### config.mk
export PLATFORM = sky130hd
export DESIGN_NAME = acc_bias_relu
export DESIGN_NICKNAME = d
export VERILOG_FILES = /design/src/rtl/cnn_pkg.sv /design/src/rtl/round_shift_sat.sv /design/src/rtl/acc_bias_relu.sv
export SDC_FILE = /design/constraint.sdc
export NUM_CORES = 1
export LEC_CHECK = 0
export BUFFER_PORTS_ARGS = -buffer_cell sky130_fd_sc_hd__buf_2
export CAP_MARGIN = 20
export CELL_PAD_IN_SITES_DETAIL_PLACEMENT = 1
export CELL_PAD_IN_SITES_GLOBAL_PLACEMENT = 1
export CORE_MARGIN = 4
export CORE_UTILIZATION = 45
export DETAILED_ROUTE_END_ITERATION = 6
export PLACE_DENSITY = 0.83
export SETUP_SLACK_MARGIN = 0.3
export SKIP_LAST_GASP = 1
export SLEW_MARGIN = 20
export SYNTH_ARGS = -nofsm -noshare
export SYNTH_HDL_FRONTEND = slang
export SYNTH_SLANG_ARGS = --single-unit
export TNS_END_PERCENT = 50
### constraint.sdc
create_clock -name clk -period 5.64 [get_ports clk]
set_input_delay 0.846 -clock clk [delete_from_list [all_inputs] [get_ports clk]]
set_output_delay 0.846 -clock clk [all_outputs]
set_load 0.01 [all_outputs]
### src/rtl/cnn_pkg.sv
// Shared widths and defaults for the CNN datapath stages.
// Also provides the helper that sizes an accumulator so that it cannot overflow internally.
package cnn_pkg;

    localparam int WDP_IN_DEF   = 17;
    localparam int WDP_BIAS_DEF = 13;
    localparam int WDP_DEF      = 9;
    localparam int ACC_NUM_DEF  = 4;
    localparam int SHIFT_DEF    = 2;

    // Widest operand, plus growth from summing acc_num terms, plus one bit for the bias add.
    function automatic int calc_wdp_acc(input int w_in, input int w_bias, input int acc_num);
        return ((w_in > w_bias) ? w_in : w_bias) + $clog2(acc_num) + 1;
    endfunction

endpackage

### src/rtl/round_shift_sat.sv
// Output conditioning in two register stages: round-half-up shift, then ReLU and saturation.
// Shared with the pooling stage.
module round_shift_sat
    import cnn_pkg::*;
#(
    parameter int WDP_ACC = 20,
    parameter int WDP     = WDP_DEF,
    parameter int SHIFT   = SHIFT_DEF,
    parameter bit RELU_EN = 1'b1
) (
    input  logic                      clk,
    input  logic                      rst,
    input  logic                      in_en,
    input  logic signed [WDP_ACC-1:0] in_data,
    output logic                      q_en,
    output logic signed [WDP-1:0]     q,
    output logic                      sat
);

    // One spare bit keeps the rounding constant from wrapping a full-scale input.
    localparam int WDP_R = WDP_ACC + 1;
    localparam logic signed [WDP_R-1:0] RND =
        (SHIFT > 0) ? WDP_R'(1 << ((SHIFT > 0) ? SHIFT - 1 : 0)) : '0;
    localparam logic signed [WDP_R-1:0] MAX_V = WDP_R'(2 ** (WDP - 1) - 1);
    localparam logic signed [WDP_R-1:0] MIN_V = WDP_R'(-(2 ** (WDP - 1)));

    logic signed [WDP_R-1:0] rounded;
    logic signed [WDP_R-1:0] shifted;
    logic signed [WDP_R-1:0] r;
    logic                    v2;

    always_comb begin
        rounded = WDP_R'(in_data) + RND;
        shifted = rounded >>> SHIFT;
    end

    always_ff @(posedge clk) begin
        if (rst) begin
            v2   <= 1'b0;
            r    <= '0;
            q_en <= 1'b0;
            q    <= '0;
            sat  <= 1'b0;
        end else begin
            v2   <= in_en;
            if (in_en) begin
                r <= shifted;
            end
            q_en <= v2;
            sat  <= 1'b0;
            // q keeps its previous value whenever no result is leaving the stage.
            if (v2) begin
                if (RELU_EN && (r < 0)) begin
                    q <= '0;
                end else if (r > MAX_V) begin
                    q   <= MAX_V[WDP-1:0];
                    sat <= 1'b1;
                end else if (!RELU_EN && (r < MIN_V)) begin
                    q   <= MIN_V[WDP-1:0];
                    sat <= 1'b1;
                end else begin
                    q <= r[WDP-1:0];
                end
            end
        end
    end

endmodule

### src/rtl/acc_bias_relu.sv
// Post-MAC output stage: sums ACC_NUM partial sums per pixel and adds the channel bias.
// It then rescales, optionally applies ReLU and saturates the result to the feature format.
module acc_bias_relu
    import cnn_pkg::*;
#(
    parameter int WDP_IN   = WDP_IN_DEF,
    parameter int WDP_BIAS = WDP_BIAS_DEF,
    parameter int WDP      = WDP_DEF,
    parameter int ACC_NUM  = ACC_NUM_DEF,
    parameter int SHIFT    = SHIFT_DEF,
    parameter bit RELU_EN  = 1'b1
) (
    input  logic                       clk,
    input  logic                       rst,
    input  logic                       clr,
    input  logic                       d_en,
    input  logic signed [WDP_IN-1:0]   d,
    input  logic signed [WDP_BIAS-1:0] bias,
    output logic                       q_en,
    output logic signed [WDP-1:0]      q,
    output logic                       sat
);

    localparam int WDP_ACC = calc_wdp_acc(WDP_IN, WDP_BIAS, ACC_NUM);
    localparam int CNT_W   = (ACC_NUM > 1) ? $clog2(ACC_NUM) : 1;
    localparam logic [CNT_W-1:0] LAST_CNT = CNT_W'(ACC_NUM - 1);

    logic [CNT_W-1:0]          cnt;
    logic [CNT_W-1:0]          cnt_eff;
    logic [CNT_W-1:0]          cnt_next;
    logic signed [WDP_ACC-1:0] acc;
    logic signed [WDP_ACC-1:0] acc_base;
    logic signed [WDP_ACC-1:0] beat_sum;
    logic signed [WDP_ACC-1:0] s1;
    logic                      v1;
    logic                      is_last;

    // A clr arriving with a beat makes that beat the first of a fresh group.
    always_comb begin
        cnt_eff  = clr ? '0 : cnt;
        cnt_next = cnt_eff + 1'b1;
        acc_base = (cnt_eff == '0) ? '0 : acc;
        beat_sum = acc_base + WDP_ACC'(d);
        is_last  = (cnt_eff == LAST_CNT);
    end

    always_ff @(posedge clk) begin
        if (rst) begin
            cnt <= '0;
            acc <= '0;
            s1  <= '0;
            v1  <= 1'b0;
        end else begin
            v1 <= 1'b0;
            if (d_en) begin
                if (is_last) begin
                    s1  <= beat_sum + WDP_ACC'(bias);
                    v1  <= 1'b1;
                    cnt <= '0;
                    acc <= '0;
                end else begin
                    acc <= beat_sum;
                    cnt <= cnt_next;
                end
            end else if (clr) begin
                cnt <= '0;
                acc <= '0;
            end
        end
    end

    round_shift_sat #(
        .WDP_ACC (WDP_ACC),
        .WDP     (WDP),
        .SHIFT   (SHIFT),
        .RELU_EN (RELU_EN)
    ) u_round_shift_sat (
        .clk     (clk),
        .rst     (rst),
        .in_en   (v1),
        .in_data (s1),
        .q_en    (q_en),
        .q       (q),
        .sat     (sat)
    );

endmodule

; Word level (Yosys, flattened, before mapping)
; Index checks and enable logic that the tools add are counted.
[word_totals]
elab_cells = 34
output_inout_bits = 11
register_bits = 74
input_bits = 34
[classes]
n_eq_ne = 1
n_addsub = 4
bitwise_logic = 2
n_lt_le_gt_ge = 2
muxes = 11
n_reduce_logical = 5
[op_table]
columns = op, count
row1 = $mux W20, 4
row2 = $add A20 B3 Y21 const B, 1
row3 = $add A20 B13 Y20, 1
row4 = $add A20 B17 Y20, 1
row5 = $gt A19 B9 Y1 const B, 1
row6 = $lt A19 B1 Y1 const B, 1
row7 = $mux W9, 2
row8 = $mux W2, 3
row9 = $reduce_or A3 Y1, 1
row10 = $add A2 B1 Y2 const B, 1
row11 = $eq A2 B2 Y1 const B, 1
row12 = $logic_not A2 Y1, 1
row13 = $mux W1, 2
row14 = $not A1 Y1, 2
row15 = $reduce_and A2 Y1, 1
row16 = $reduce_bool A2 Y1, 1
row17 = $reduce_or A2 Y1, 1

; Logic depth before layout (Yosys ltp)
; Gate-level depths: netlist of the first run.
[depth]
depth_word = 6
mapped_depth = 23
mapped_depth_nobuf = 21

; Modules after synthesis
; Synthesis of the first run repeated with hierarchy kept, for this count alone.
[unflattened]
hier_cells = 584
area_unflattened_um2 = 4855.9
[by_module_without_submodules]
columns = mod, seq_area_each_um2, n_inst, cells_each, area_per_inst_um2
row1 = acc_bias_relu, 860.8, 1, 419, 3428.3
row2 = round_shift_sat, 620.6, 1, 165, 1427.6

; Least setup slack after synthesis of the first run
; OpenSTA, ideal clock, no wires.
[synth_timing]
path_type = input -> register
startpoint = in clr
endpoint = reg s1[19]
arrival_time_ps = 5110
path_buffers = 2
path_slack_ps = 456
path_stages = 21
t_required_ps = 5566
setup_time_ps = 74
cell_sequence = nand2b_1 > ha_1 > clkbuf_1 > clkbuf_1 > nor2b_1 > ha_1 > fa_1 > a21oi_1 > o21ai_0 > a21oi_1 > o21ai_1 > a21oi_1 > mux2_2 > nor2_1 > ha_1 > a21o_2 > nor2_1 > nand4_1 > and3_1 > or3_1 > a31oi_1
[synth_between]
elab_chain_len = 5
elab_cells_between_ends = 7
cone_classes = 2 x add/sub / 1 x eq/ne / 2 x mux / 2 x reduce/logical
[synth_lines]
columns = element, line_no
row1 = start: declaration, acc_bias_relu.sv:15  ; input logic clr,
row2 = $mux W2 *, n/a
row3 = $logic_not A2 Y1, acc_bias_relu.sv:42  ; acc_base = (cnt_eff == '0) ? '0 : acc;
row4 = $mux W20, acc_bias_relu.sv:42
row5 = $add A20 B17 Y20, acc_bias_relu.sv:43  ; beat_sum = acc_base + WDP_ACC'(d);
row6 = $add A20 B13 Y20, acc_bias_relu.sv:57  ; s1 <= beat_sum + WDP_ACC'(bias);
row7 = end signal: assignment, acc_bias_relu.sv:57
row8 = end: declaration, acc_bias_relu.sv:34  ; logic signed [WDP_ACC-1:0] s1;
; Mark *: on every way between the ends. The rest lies on a longest branch, timed or not.
; A chain may end at the register's enable or synchronous reset.

; Worst setup path in the final report of the first run
; Same ends and word-level chain as after synthesis.

==> run_results.csv, run 1 <==
group,metric,value,unit
yosys,ys_top_cells_by_count,"dfxtp_1, nor2_1, a21oi_1, nand2_1, ha_1",
yosys,yosysUniqueCellTypes,63,
power_and_ir_drop,sw_frac_of_total,29.7,%
floorplanning,dieHeight,112,µm
placement,dpl.hpwl,9640,µm
clock_tree,clk_latency,0.36,ns
yosys,synth_edf_count,0,
timing,hold_viol,0,
critical_path,rr_worst_depth,20,
grt,grt_max_degree,52,
timing,maxSlewViolCount,0,
floorplanning,initial_utilization,46.8,%
critical_path,cp.arrival,5.31,ns
clock_tree,clk_pin_slew,0.09,ns
yosys,synth-main-ff-cell,"dfxtp_1",
route,viasPerCell,5.73,
timing,fin_crit_sh,89.1,%
clock_tree,cts_hold_buf,0,
clock_tree,cts_max_level,3,
route,ant_nets,0,
timing,fin_crit,5.03,ns
yosys,yosysTopAreaCellShare,29.9,%
power_and_ir_drop,p_clk_share,37.1,%
route,first_pass_iters,4,
yosys,mappedNetlistArea,4890,µm²
route,finalWirelength,12900,µm
grt,grt_antenna_before_repair,0,
yosys,synthArstFlopShare,0,%
route,vias,4430,
clock_tree,clock_sinks,73,
critical_path,path_class,"primary input to register",
yosys,yosys.area.top_type,"dfxtp_1",
floorplanning,core,10500,µm²
hold_path,whs_path_depth,2,
outcome,outcome,"finished, final reports clean",
flow_run,cap_violations,0,
cells_and_area,layout-drive-gt1-share,13.0,%
yosys,syn_nets,679,
route,first_iter_violations,176,
floorplanning,num_io_pins,45,
critical_path,reg2reg_to,"s1[19]",
power_and_ir_drop,leakagePower,0.00216,µW
placement,placed_area,5190,µm²
yosys,synthCells,601,
yosys,yosysSeqAreaShare,29.9,%
cells_and_area,area_growth,10.9,%
grt,grt_pass1_vias,4789,
timing,hold_slack,0.464,ns
yosys,synth.most_common_cell,"dfxtp_1",
critical_path,rr_startpoint,"cnt[0]",
floorplanning,rows,37,
clock_tree,clk_path_buf_depth,2,
power_and_ir_drop,p_int,882,µW
clock_tree,ctsRootBufferMaster,"clkbuf_8",
yosys,ys_ff_latch,73,
timing,finClkSkew,0.00897,ns
power_and_ir_drop,seqPwrFrac,42.2,%
critical_path,cp-start-kind,"primary input",
timing,fmax,199,MHz
critical_path,end_kind,"register",
route,routedWlPerCell,16.7,µm
power_and_ir_drop,comb_power_share,20.7,%
placement,port-buffer-count,44,
cells_and_area,design_area,5430,µm²
cells_and_area,insertedDiodeCount,0,
yosys,ys.warnings.count,0,
power_and_ir_drop,total_power,1250,µW
yosys,synth.avg_cell_area,8.14,µm²
route,drc,0,
cells_and_area,final_core_util,51.9,%
timing,setup_violations,0,
hold_path,hold_path_class,"register to register",
floorplanning,die_area,12600,µm²
hold_path,holdCritStartpoint,"acc[19]",
cells_and_area,layout.nets,710,
timing,relSlewSlack,36.0,%
grt,grt_usage,21.3,%
timing,setup-tns-final,0,ns
power_and_ir_drop,p_sw,372,µW
yosys,synthTopCellsByArea,"dfxtp_1, ha_1, a21oi_1, nor2_1, xnor2_1",
clock_tree,cts_tree,"yes",
grt,grt_pass1_wl,22500,µm
placement,routabilityCongestion,0.891,
critical_path,rrSetupSlack,0.92,ns
hold_path,min_to,"acc[19]",
timing,rsz0062_at_grt,"no",
critical_path,crit_fanout,14,
timing,tightest_slew,0.957,ns
clock_tree,numCtsBuffers,9,
floorplanning,die_x,112,µm
power_and_ir_drop,pwr_density_cell,231,nW/µm²
power_and_ir_drop,ir_drop,0.150,mV
grt,grt_overflow,0,
critical_path,required,5.92,ns
[power groups by stage]
stage / clock network [µW] / registers [µW] / logic [µW]
6_report: 466 / 529 / 259
3_3_place_gp: 0 / 541 / 243
5_1_grt: 499 / 531 / 289
2_1_floorplan: 0 / 540 / 188
4_1_cts: 477 / 529 / 257
3_5_place_dp: 0 / 541 / 254
[cell families after synthesis]
family          count (synthesis)  synth area share [%]
fa+ha+maj                      44                  11.6
simple gates                  204                  20.7
compound gates                172                  23.1
xor+xnor                       45                  8.06
flops                          73                  29.9
mux                            11                  2.30
buf+inv                        52                  4.48
[per-stage QoR]
| step | setup WS (ns) | cells |
|---|---|---|
| global placement | 0.488 | 757 |
| global route | 0.301 | 773 |
| floorplan | 0.456 | 601 |
| CTS | 0.428 | 773 |
| finish | 0.613 | 773 |
| detailed placement | 0.237 | 757 |
[area by class of cell]
| cell class | count | area, µm² |
|---|---|---|
| inverters | 23 | 86.3 |
| fillers | 1323 | 5030 |
| clock buffers | 10 | 128 |
| clock inverters | 6 | 90.1 |
| flip-flops and latches | 73 | 1460 |
| repair buffers | 49 | 258 |
| well taps | 136 | 170 |
| multi-input cells | 476 | 3230 |
[layer usage]
layer  wire (µm)  vias up  part of all wire [%]  global-route usage (%)
li1            -     2234                     -                       -
met1        5860     2096                    46                    26.4
met2        6340       78                    49                    37.2
met3         401       22                   3.1                    3.67
met4         267        0                   2.1                    7.45
met5           0        -                     0                       0
[state kept, by name, indices dropped and copies added, names as in the netlist]
register / cells
acc: 20
u_round_shift_sat.v2: 1
u_round_shift_sat.q_en: 1
u_round_shift_sat.q: 9
v1: 1
s1: 19
cnt: 2
u_round_shift_sat.r: 19
u_round_shift_sat.sat: 1
[repair_timing]
action,4_1_cts,5_1_grt
resized for setup,0,6
buffers inserted,0,0
setup endpoints to repair,0,1
[worst max path at each step]
stage / start / endpoint / slack, ns / cells past startpoint
6_report: clr / s1[19] / 0.61 / 21
3_5_place_dp: clr / s1[19] / 0.24 / 21
2_1_floorplan: clr / s1[19] / 0.46 / 21
5_1_grt: clr / s1[19] / 0.30 / 20
4_1_cts: clr / s1[19] / 0.43 / 20
3_3_place_gp: clr / s1[19] / 0.49 / 21
[worst max-delay path: stages]
cell and delay (ns):
buf_2 0.13, nor2b_1 0.25, inv_1 0.08, ha_2 0.24, buf_4 0.21, nor2b_1 0.19, ha_1 0.26, and3_1 0.21
nand2_1 0.09, a21oi_1 0.25, nor2_1 0.11, o21ai_0 0.20, xor2_1 0.27, ha_1 0.39, a21oi_2 0.17, a21boi_0 0.11
a211oi_2 0.33, nand4_1 0.17, and3_1 0.22, or3_1 0.36, a31oi_1 0.21
[placed cells by master, fill, tap and decap left out, drive strengths merged, types with 7 or more instances in the layout]
cell    Yosys  routed
a31oi       7       7
xnor2      23      23
nor2b      27      27
xor2       22      22
or3         7       7
nor3       11      11
nand2      45      45
a21oi      57      57
nor2       60      60
nand4      14      14
clkbuf     20      10
a21o       11      11
ha         42      42
buf         9      49
a22oi      11      11
nand3      15      15
a211oi     20      20
o21ai      24      24
inv        23      25
dfxtp      73      73
a22o        8       8
mux2i       9       9
(Power assumes the default switching activity.)
==> run 2: changes to the inputs <==
--- a/config.mk
+++ b/config.mk
@@ -10,9 +10,9 @@
 export CELL_PAD_IN_SITES_DETAIL_PLACEMENT = 1
 export CELL_PAD_IN_SITES_GLOBAL_PLACEMENT = 1
 export CORE_MARGIN = 4
-export CORE_UTILIZATION = 45
+export CORE_UTILIZATION = 41
 export DETAILED_ROUTE_END_ITERATION = 6
-export PLACE_DENSITY = 0.83
+export PLACE_DENSITY = 0.8
 export SETUP_SLACK_MARGIN = 0.3
 export SKIP_LAST_GASP = 1
 export SLEW_MARGIN = 20
==> constraint.sdc (replaced) <==
create_clock -name clk -period 4.1 [get_ports clk]
set_input_delay 0.615 -clock clk [delete_from_list [all_inputs] [get_ports clk]]
set_output_delay 0.615 -clock clk [all_outputs]
set_load 0.01 [all_outputs]
==> run_results.csv, run 2 (synthesized netlist as in run 1, its figures left out) <==
group,metric,value,unit
timing,tightest_slew,1.11,ns
timing,setup_violations,6,
timing,finClkSkew,0.0132,ns
critical_path,path_class,"register to register",
cells_and_area,seq_area,1460,µm²
floorplanning,die_area,13700,µm²
route,vias,5494,
timing,maxSlewViolCount,0,
clock_tree,clk_path_buf_depth,2,
power_and_ir_drop,total_power,2210,µW
timing,hold_viol,0,
grt,grt_antenna_before_repair,0,
critical_path,rrSetupSlack,-0.31,ns
route,first_pass_iters,4,
cells_and_area,mostFrequentLayoutCell,"buf_4",
placement,routabilityCongestion,0.848,
power_and_ir_drop,ir_drop,0.252,mV
critical_path,crit_path_top_delay_cell,"a211oi_1",
floorplanning,initial_utilization,42.3,%
grt,grt_overflow,0,
power_and_ir_drop,pwr_density_cell,320,nW/µm²
power_and_ir_drop,leakagePower,0.00283,µW
clock_tree,clk_latency,0.36,ns
timing,fin_crit,4.41,ns
placement,dpl.hpwl,11200,µm
route,drc,0,
clock_tree,cts_tree,"yes",
grt,grt_pass1_wl,29400,µm
floorplanning,num_io_pins,45,
timing,rsz0062_at_grt,"yes",
cells_and_area,largest_registers,"acc: 20 flops, s1: 19 flops, u_round_shift_sat.r: 19 flops",
floorplanning,rows,39,
hold_path,hold_path_class,"register to register",
grt,grt_pass1_vias,5778,
clock_tree,clock_sinks,73,
route,routedWlPerCell,23.9,µm
floorplanning,core,11600,µm²
clock_tree,numCtsBuffers,9,
critical_path,path_cells,"nor2b_4 -> inv_2 -> ha_4 -> buf_4 -> nor2b_1 -> ha_1 -> a211oi_1 -> o21bai_1 -> a21oi_1 -> mux2_2 -> nor2_1 -> ha_1 -> a21o_2 -> nor2_1 -> nand4_1 -> and3_4 -> or3_1 -> a31oi_1",
route,first_iter_violations,365,
critical_path,critPathMaxStageDelay,0.43,ns
timing,fmax,227,MHz
timing,hold_slack,0.476,ns
grt,grt_usage,27.5,%
clock_tree,clk_pin_slew,0.07,ns
cells_and_area,area_growth,41.4,%
clock_tree,ctsRootBufferMaster,"clkbuf_16",
clock_tree,cts_hold_buf,0,
timing,relSlewSlack,25.7,%
clock_tree,cts_max_level,3,
cells_and_area,fillers,1317,
cells_and_area,largest_register_ffs,20,
timing,setup-tns-final,-0.659,ns
cells_and_area,multi_input_area,3740,µm²
critical_path,cp.arrival,4.69,ns
flow_run,cap_violations,0,
critical_path,crit_fanout,10,
cells_and_area,layout.nets,820,
route,finalWirelength,21300,µm
outcome,outcome,"finished, violations left",
critical_path,end_kind,"register",
cells_and_area,layout-drive-gt1-share,35.9,%
grt,grt_max_degree,39,
cells_and_area,top_register,"acc",
critical_path,required,4.38,ns
timing,fin_crit_sh,107,%
floorplanning,die_x,117,µm
route,viasPerCell,6.17,
timing,fin_ws,-0.306,ns
cells_and_area,layout.cells.most_common_list,"buf_4, dfxtp_1, nor2_1, buf_2, nand2_1",
outcome,violations,"setup timing",
floorplanning,dieHeight,117,µm
placement,port-buffer-count,44,
route,ant_nets,0,
critical_path,cp-start-kind,"register",
run 2: timing repair:
| item | CTS | global route |
|---|---|---|
| endpoints found under the setup margin | 11 | 13 |
| pin swaps | 44 | 41 |
| gates resized for setup | 59 | 47 |
| buffers inserted | 23 | 9 |
run 2: worst paths after layout:
path	cells past startpoint	endpoint	from
setup / recovery	18	s1[19]	cnt[0]
hold / removal	1	u_round_shift_sat.q[8]	u_round_shift_sat.q[8]
setup reg to reg	18	s1[19]	cnt[0]
hold reg to reg	1	u_round_shift_sat.q[8]	u_round_shift_sat.q[8]
run 2: area by class of cell:
cell class,instances,share of cell area [%]
Timing Repair Buffer,159,16.5
Clock buffer,10,3.46
Multi-Input combinational cell,476,54.1
Clock inverter,6,0.959
Inverter,23,1.25
Sequential cell,73,21.2
Antenna cell,1,0.0362
Tap cell,143,2.59
run 2: power breakdown:
part           internal [µW]  total (µW)  switching, µW
registers                723         732           9.03
logic                    293         641            348
clock network            491         838            348
total                   1510        2210            705
run 2: critical path, delay by kind of cell (launching register included):
family | cells | cell delay (ns)
fa+ha+maj | 3 | 0.75
mux | 1 | 0.39
compound gates | 5 | 1.29
flops | 1 | 0.33
buf+inv | 2 | 0.26
simple gates | 7 | 1.32
run 2: per-layer routing:
layer  global-route usage [%]  wire length [µm]  vias up  part of all wire [%]
met5                        0                 0        -                     0
met4                     12.8              1410        0                   6.6
li1                         -                 -     2454                     -
met3                     5.45              1170      116                   5.5
met1                     31.0              8190     2639                    38
met2                     49.5             10500      285                    49
run 2: through the flow:
stage | area, µm² | worst slack [ns] | instances | util, %
floorplan | 5000 | -0.257 | 601 | -
global placement | 5860 | -0.281 | 842 | 50.7
detailed placement | 5860 | -0.511 | 842 | 50.7
CTS | 6610 | 0.0873 | 881 | 57.2
global route | 6910 | -0.379 | 890 | 59.8
finish | 6920 | -0.306 | 891 | 59.8
